File: config.mk
export PLATFORM = sky130hd
export DESIGN_NAME = hog_bus_drain
export DESIGN_NICKNAME = d
export VERILOG_FILES = /design/src/rtl/hog_bus_drain.sv
export SDC_FILE = /design/constraint.sdc
export NUM_CORES = 1
export LEC_CHECK = 0
export BUFFER_PORTS_ARGS = -buffer_cell sky130_fd_sc_hd__buf_2
export CAP_MARGIN = 20
export CELL_PAD_IN_SITES_DETAIL_PLACEMENT = 1
export CELL_PAD_IN_SITES_GLOBAL_PLACEMENT = 1
export CORE_UTILIZATION = 50
export DETAILED_ROUTE_END_ITERATION = 8
export GPL_ROUTABILITY_DRIVEN = 0
export PLACE_DENSITY = 0.76
export SLEW_MARGIN = 10
export SYNTH_ARGS = -nofsm -noshare
export SYNTH_HDL_FRONTEND = slang
export SYNTH_SLANG_ARGS = --single-unit
export TNS_END_PERCENT = 5
File: constraint.sdc
create_clock -name clk -period 13.2 [get_ports clk]
set_clock_uncertainty 0.15 [all_clocks]
set_input_delay 2.64 -clock clk [delete_from_list [all_inputs] [get_ports clk]]
set_output_delay 2.64 -clock clk [all_outputs]
set_load 0.03 [all_outputs]
File: src/rtl/hog_bus_drain.sv
// Drains HOG result words from a bus slave into a first-word-fall-through FIFO.
// Optional ack timeout is enabled by defining HOG_DRAIN_TIMEOUT_EN.
module hog_bus_drain #(
  parameter int ADDR_WIDTH = 5,
  parameter int BUS_WIDTH  = 128,
  parameter int READ_ADDR  = 0,
  parameter int FIFO_DEPTH = 4,
  parameter int TIMEOUT    = 255
) (
  input  logic                   clk,
  input  logic                   rst_n,
  input  logic                   irq,
  input  logic                   ack,
  input  logic [BUS_WIDTH-1:0]   read_data,
  output logic                   bus_enable,
  output logic                   r_wbar,
  output logic [ADDR_WIDTH-1:0]  addr,
  output logic [BUS_WIDTH/8-1:0] byte_enable,
  output logic [BUS_WIDTH-4:0]   m_data,
  output logic [2:0]             m_meta,
  output logic                   m_valid,
  input  logic                   m_ready,
  output logic                   timeout_err,
  output logic [15:0]            word_count
);

  localparam int PTR_W = (FIFO_DEPTH > 1) ? $clog2(FIFO_DEPTH) : 1;
  localparam logic [1:0] S_IDLE    = 2'd0;
  localparam logic [1:0] S_READ    = 2'd1;
  localparam logic [1:0] S_CAPTURE = 2'd2;
  localparam logic [ADDR_WIDTH-1:0] RD_ADDR = ADDR_WIDTH'(READ_ADDR);

  logic [1:0]           state_q, state_d;
  logic [BUS_WIDTH-1:0] cap_q, cap_d;
  logic [BUS_WIDTH-1:0] mem_q [FIFO_DEPTH];
  logic [BUS_WIDTH-1:0] mem_d [FIFO_DEPTH];
  logic [PTR_W:0]       wr_ptr_q, wr_ptr_d, rd_ptr_q, rd_ptr_d;
  logic [15:0]          word_count_q, word_count_d;
  logic [BUS_WIDTH-1:0] head;
  logic                 fifo_empty, fifo_full, push, pop, tmo_hit;

  // Pointers carry one wrap bit so full and empty are distinguishable.
  assign fifo_empty = (wr_ptr_q == rd_ptr_q);
  assign fifo_full  = (wr_ptr_q[PTR_W] != rd_ptr_q[PTR_W]) &&
                      (wr_ptr_q[PTR_W-1:0] == rd_ptr_q[PTR_W-1:0]);
  assign push = (state_q == S_CAPTURE) && (cap_q[BUS_WIDTH-1 -: 3] != 3'b000);
  assign pop  = !fifo_empty && m_ready;

`ifdef HOG_DRAIN_TIMEOUT_EN
  localparam int TW = $clog2(TIMEOUT + 1);
  logic [TW-1:0] tmo_cnt_q, tmo_cnt_d;
  logic          timeout_err_q, timeout_err_d;

  assign tmo_hit = (state_q == S_READ) && !ack && (tmo_cnt_q == TW'(TIMEOUT - 1));

  always_comb begin
    tmo_cnt_d     = (state_q == S_READ) ? tmo_cnt_q + TW'(1) : '0;
    timeout_err_d = timeout_err_q | tmo_hit;
  end

  always_ff @(posedge clk) begin
    if (!rst_n) begin
      tmo_cnt_q     <= '0;
      timeout_err_q <= 1'b0;
    end else begin
      tmo_cnt_q     <= tmo_cnt_d;
      timeout_err_q <= timeout_err_d;
    end
  end

  assign timeout_err = timeout_err_q;
`else
  assign tmo_hit     = 1'b0;
  assign timeout_err = 1'b0;
`endif

  // Room is checked only at issue; with one read outstanding a push never overflows.
  always_comb begin
    state_d = state_q;
    case (state_q)
      S_IDLE:    if (irq && !fifo_full) state_d = S_READ;
      S_READ:    if (ack) state_d = S_CAPTURE;
                 else if (tmo_hit) state_d = S_IDLE;
      S_CAPTURE: state_d = S_IDLE;
      default:   state_d = S_IDLE;
    endcase
  end

  always_comb begin
    cap_d = ((state_q == S_READ) && ack) ? read_data : cap_q;
    mem_d = mem_q;
    if (push) mem_d[wr_ptr_q[PTR_W-1:0]] = cap_q;
    wr_ptr_d     = wr_ptr_q + (PTR_W + 1)'(push);
    rd_ptr_d     = rd_ptr_q + (PTR_W + 1)'(pop);
    word_count_d = word_count_q + 16'(push);
  end

  always_ff @(posedge clk) begin
    if (!rst_n) begin
      state_q      <= S_IDLE;
      wr_ptr_q     <= '0;
      rd_ptr_q     <= '0;
      word_count_q <= '0;
    end else begin
      state_q      <= state_d;
      wr_ptr_q     <= wr_ptr_d;
      rd_ptr_q     <= rd_ptr_d;
      word_count_q <= word_count_d;
    end
  end

  // Data storage is not reset; outputs are masked while the FIFO is empty.
  always_ff @(posedge clk) begin
    cap_q <= cap_d;
    mem_q <= mem_d;
  end

  assign head        = mem_q[rd_ptr_q[PTR_W-1:0]];
  assign m_valid     = !fifo_empty;
  assign m_data      = m_valid ? head[BUS_WIDTH-4:0] : '0;
  assign m_meta      = m_valid ? head[BUS_WIDTH-1 -: 3] : 3'b000;
  assign bus_enable  = (state_q == S_READ);
  assign r_wbar      = bus_enable;
  assign addr        = bus_enable ? RD_ADDR : '0;
  assign byte_enable = {(BUS_WIDTH/8){bus_enable}};
  assign word_count  = word_count_q;

endmodule

Yosys cells after proc, flatten, opt, wreduce, memory -nomap -nowiden. Cells that the tools add are included.

Add/sub/neg operators: 3. Order comparisons: 3. Equal/unequal tests: 7. Multiplexer cells: 11. Bitwise gates (word level): 2. Reduce and logical (&&, ||, !) cells: 11.

Operators by type and width (number): $bwmux 512 (1); $mux 128 (3); $bmux 128 s2 (1); $demux 128 s2 (1); $mux 125 (1); $add 16x1->16 (1); $add 3x1->3 (2); $ge 3x3->1 const B (2); $logic_and 1x1->1 (6); $not 2->3 (2); $mux 2 (2); $ne 2x2->1 const B (2); $pmux 2 s2 (1); $eq 3x3->1 (1); $lt 3x1->1 const B (1); $mux 3 (1); $reduce_bool 3->1 (1); $eq 2x1->1 const B (1); $eq 2x2->1 (1); $eq 2x2->1 const B (1); $logic_not 1->1 (2); $logic_not 2->1 (1); $reduce_and 2->1 (1); $ne 1x1->1 (1).

Register bits after elaboration: 664. Bits of input ports: 133. Output and inout bits: 169. Word-level logic and storage cells: 46.

Depth between registers and ports, before layout.
Depth in word-level cells: 6. Gate-level depth with buffers: 9.

Worst setup path after synthesis. Ideal clock, no wire load.

Kind: register to register. Start point: register cap_q[126]. End point: register mem_q[384] (netlist bit), enable pin. Setup time: 0.800 ns. Arrival: 10.270 ns. Path slack: 1.980 ns. Stages on the path, launching flop included: 4. Path buffers: 0. Period minus slack after synthesis: 11.220 ns. Path through: edfxtp_1 > nor3_2 > nor3b_1 > nor3b_1.

Longest elaborated chain between the ends: 2.

Ends and longest elaborated chain: start: declaration (line 34) `logic [BUS_WIDTH-1:0] cap_q, cap_d;`; start signal: assignment (line 114) `cap_q <= cap_d;`; $reduce_bool 3->1 (line 46) `assign push = (state_q == S_CAPTURE) && (cap_q[BUS_WIDTH-1 -: 3] != 3'b000);`; $logic_and 1x1->1 (line 46); end signal: assignment (line 115) `mem_q <= mem_d;`; end: declaration (line 35) `logic [BUS_WIDTH-1:0] mem_q [FIFO_DEPTH];`.

No other way between the ends. A chain may end at the register's enable or synchronous reset.

Worst setup path in the final report.
Start point: register rd_ptr_q[1]. End point: output port m_data[12].

Longest elaborated chain between the ends: 5.

Ends and longest elaborated chain: start: declaration (line 37) `logic [PTR_W:0] wr_ptr_q, wr_ptr_d, rd_ptr_q, rd_ptr_d;`; start signal: assignment (line 107) `rd_ptr_q <= rd_ptr_d;`; $not 2->3 (implied by the code) (line 118) `assign head = mem_q[rd_ptr_q[PTR_W-1:0]];`; $bmux 128 s2 (line 118); $mux 128 (implied by the code) (2 in series) (line 118); $mux 125 (*) (line 120) `assign m_data = m_valid ? head[BUS_WIDTH-4:0] : '0;`; end: declaration (line 19) `output logic [BUS_WIDTH-4:0] m_data,`.

Mark *: on every way between the ends. The rest lies on a longest branch, timed or not. The select of a mux whose other input is x is not followed.

==> results.md <==
* Synth Instances at 1088
* DRT iter0 DRCs at between 600 and 700
* Yosys synthesis warning count at 0
* Total CTS buffers at 68
* Post-synthesis register bit count at 664
* Power per cell area at 152 nW/um^2
* Area after DPL at ~27000 sq um
* DRC violations left at 0
* CTS tree: yes
* Hold Crit Class: flip-flop to flip-flop
* PortBufs at 295
* Hold-fix buffers, CTS at 0
* Core area at 48000 sq um
* Layout cells sized above 1 at 37.0%
* Fmax at 165 MHz
* Slew Viols, Final at 0
* Kind of critical path: flip-flop to primary output
* Via count at ~11k
* Rows at 80
* Critical-path cell list: xnor2_1 > and3_4 > buf_4 > nor2b_1 > buf_2
* Largest family of logic cells by synthesized area: multiplexers
* Synth Area in XOR/XNOR at 0.535%
* Leakage at 0.00968 uW
* CP required at 10410 ps
* Initial antenna violation count at 13
* Die height at 224 um
* RSZ-0062 raised after global routing: false
* Fraction of registers with async set/reset at 0%
* CTS Buffer Depth at 3
* Fill cells at 4128
* Synth area leader: edfxtp_1
* Clock Power Share at between 40 and 50%
* Main synth FF type: edfxtp_1
* Dpl hpwl at 29700 um
* Clock latency on the worst-skew pair at 580 ps
* CTS-repair resized insts at 0
* GR Overflow Total at 0
* CP max-delay cell: buf_4
* Maximum VDD drop at 0.129 mV
* Pre-antenna DRT Iters at 4
* Initial core utilization at between 50 and 60%
* Layout net count at 1544
* Root buffer cell: clkbuf_16
* Max cap viols at 0
* Min Clock Period, post-route at a little over 6000 ps
* Synth Area in Adders at 0.255%
* Worst slew margin at 28.9%
* H-Tree Depth at 3
* Hold Vio Cnt, Final at 0
* Routed vias/inst at 5.39
* First-pass GRT wire length at 74200 um
* Clock sink count at 664
* NetSw at around 900 uW
* I/O pin total at 302
* Fin crit share at 46.0%
* Status: finished, final reports clean
* Worst-margin pin slew at 1070 ps
* Final instance area at 28600 sq um
* Leading post-synthesis cells by cell area: edfxtp_1, mux4_2, nor2b_1, dfxtp_1, buf_6
* Yosys top cell area share at 78.3%
* Switching Fraction at 20.6%
* Vias in the first global route at 12.0k
* Final Core Density at 59.6%
* Place WS at 7070 ps
* CP arrival at 3290 ps
* P_int at about 3500 uW
* Post-route setup slack at 7120 ps
* Area of the die at 50000 sq um
* Final WL at 50000 um
* CP endpoint kind: primary output
* Post-synth EDFFs at 640
* Synthesized area per cell at 22.6 sq um
* Largest net degree at the start of global routing at 82
* Wire per inst at between 20 and 25 um
* Die Wd at 224 um
* Setup-failing EPs final at 0
* Total track usage at 20.4%
* Final TNS setup at 0 ps
* Synth Area in Compound Gates at 0.122%
* Combinational fraction of design power at 4.7%
* P&R area growth vs syn at 16.6%
* Distinct cells, synth at 35
* Post-Synth Simple-Gate Area at 4.96%
* Clock transition at path regs at around 60 ps
* Mux cell area share after synthesis at 11.9%
* Critical Path Max Stage Delay at around 800 ps
* Flop pwr share at a little over half
* Max Fanout on Critical Path at 81
* Netlist Area Pre-Place at 24600 sq um
* Post-CTS Setup Bufs at 0
* Post-DRT Antenna Nets at 0
* Startpoint Class: flip-flop
* Register area share after synthesis at 80.2%
-- stage by stage --
step	total power, uW	instances	hold slack [ps]
after floorplan	2530	1093	309
after global placement	2590	1949	309
after detailed placement	2590	1950	328
after CTS	4400	2064	338
after global routing	4480	2071	351
final	4350	2073	336
-- layer usage --
metal,track usage (%),vias up,part of all wire (%)
li1,-,4974,-
met1,26.7,5769,41
met2,33.9,329,51
met3,4.94,95,5.6
met4,6.47,12,2.4
met5,0,-,0.15
-- registers in the layout, summed over array words and instances, names as in the netlist --
name        count
mem_q         512
rd_ptr_q        3
state_q         2
cap_q         128
word_count     16
wr_ptr_q        3
-- logic make-up after synthesis --
group / count (synthesis)
flops: 664
buf+inv: 71
xor+xnor: 15
simple gates: 196
compound gates: 5
mux: 131
other cells: 1
fa+ha+maj: 5
-- Yosys cell counts, types with 2 or more instances --
library cell	instances
ha_1	5
nand3_1	3
and2_1	18
nor2_1	3
xor2_1	7
o21ai_0	2
nand2b_1	5
and3_1	4
mux2i_1	3
inv_1	2
buf_6	16
xnor2_1	8
buf_4	23
clkbuf_1	8
edfxtp_1	640
nor4_1	2
nand2_1	12
nor3b_1	2
nand4_1	4
mux4_2	128
dfxtp_1	24
nor3_1	3
buf_2	22
and4_1	2
nor2b_1	132
-- critical path, delay by kind of cell (launching register included) --
family	cells	cell delay [ps]
xor gates and xnor gates	1	200
and+or+nand+nor	2	790
DFF	1	650
buffers and inverters	2	1040
-- cells in the final DEF, fill, tap and decap left out, types with 3 or more instances in the layout --
cell,n
edfxtp_1,640
buf_2,295
nor2b_1,131
mux4_2,128
clkbuf_16,71
dfxtp_1,22
and2_1,17
clkbuf_1,16
buf_4,15
nand2_1,12
clkinv_1,11
diode_2,8
xnor2_1,8
xor2_1,7
clkinv_2,7
conb_1,6
nand2b_1,5
ha_1,5
nand4_1,4
bufinv_16,4
nor2_1,3
nor3_1,3
nand3_1,3
mux2i_1,3
-- final timing paths --
kind,slack (ps),startpoint,to,cells past startpoint
setup / recovery,7120,rd_ptr_q[1]$_SDFF_PN0_,m_data[12],5
hold / removal,340,cap_q[30]$_DFFE_PP_,mem_q[158]$_DFFE_PP_,0
setup reg to reg,9450,cap_q[126]$_DFFE_PP_,mem_q[489]$_DFFE_PP_,5
hold reg to reg,340,cap_q[30]$_DFFE_PP_,mem_q[158]$_DFFE_PP_,0
-- layout make-up --
| type | instances | area, sq um | area share, % |
|---|---|---|---|
| flip-flops and latches | 664 | 19700 | 68.8 |
| inverters | 2 | 7.51 | 0.0262 |
| multi-input cells | 358 | 4410 | 15.4 |
| repair buffers | 312 | 1640 | 5.74 |
| well taps | 615 | 769 | 2.69 |
| clock inverters | 27 | 234 | 0.817 |
| diodes | 8 | 20.0 | 0.0699 |
| clock buffers | 87 | 1840 | 6.42 |
-- power groups by stage --
| stage | registers (uW) | clock network (uW) | logic, uW |
|---|---|---|---|
| after CTS | 2340 | 1850 | 205 |
| after detailed placement | 2390 | 0 | 204 |
| after global routing | 2340 | 1920 | 220 |
| final | 2340 | 1810 | 206 |
| after global placement | 2380 | 0 | 203 |
| after floorplan | 2380 | 0 | 150 |
(Power assumes the default switching activity.)
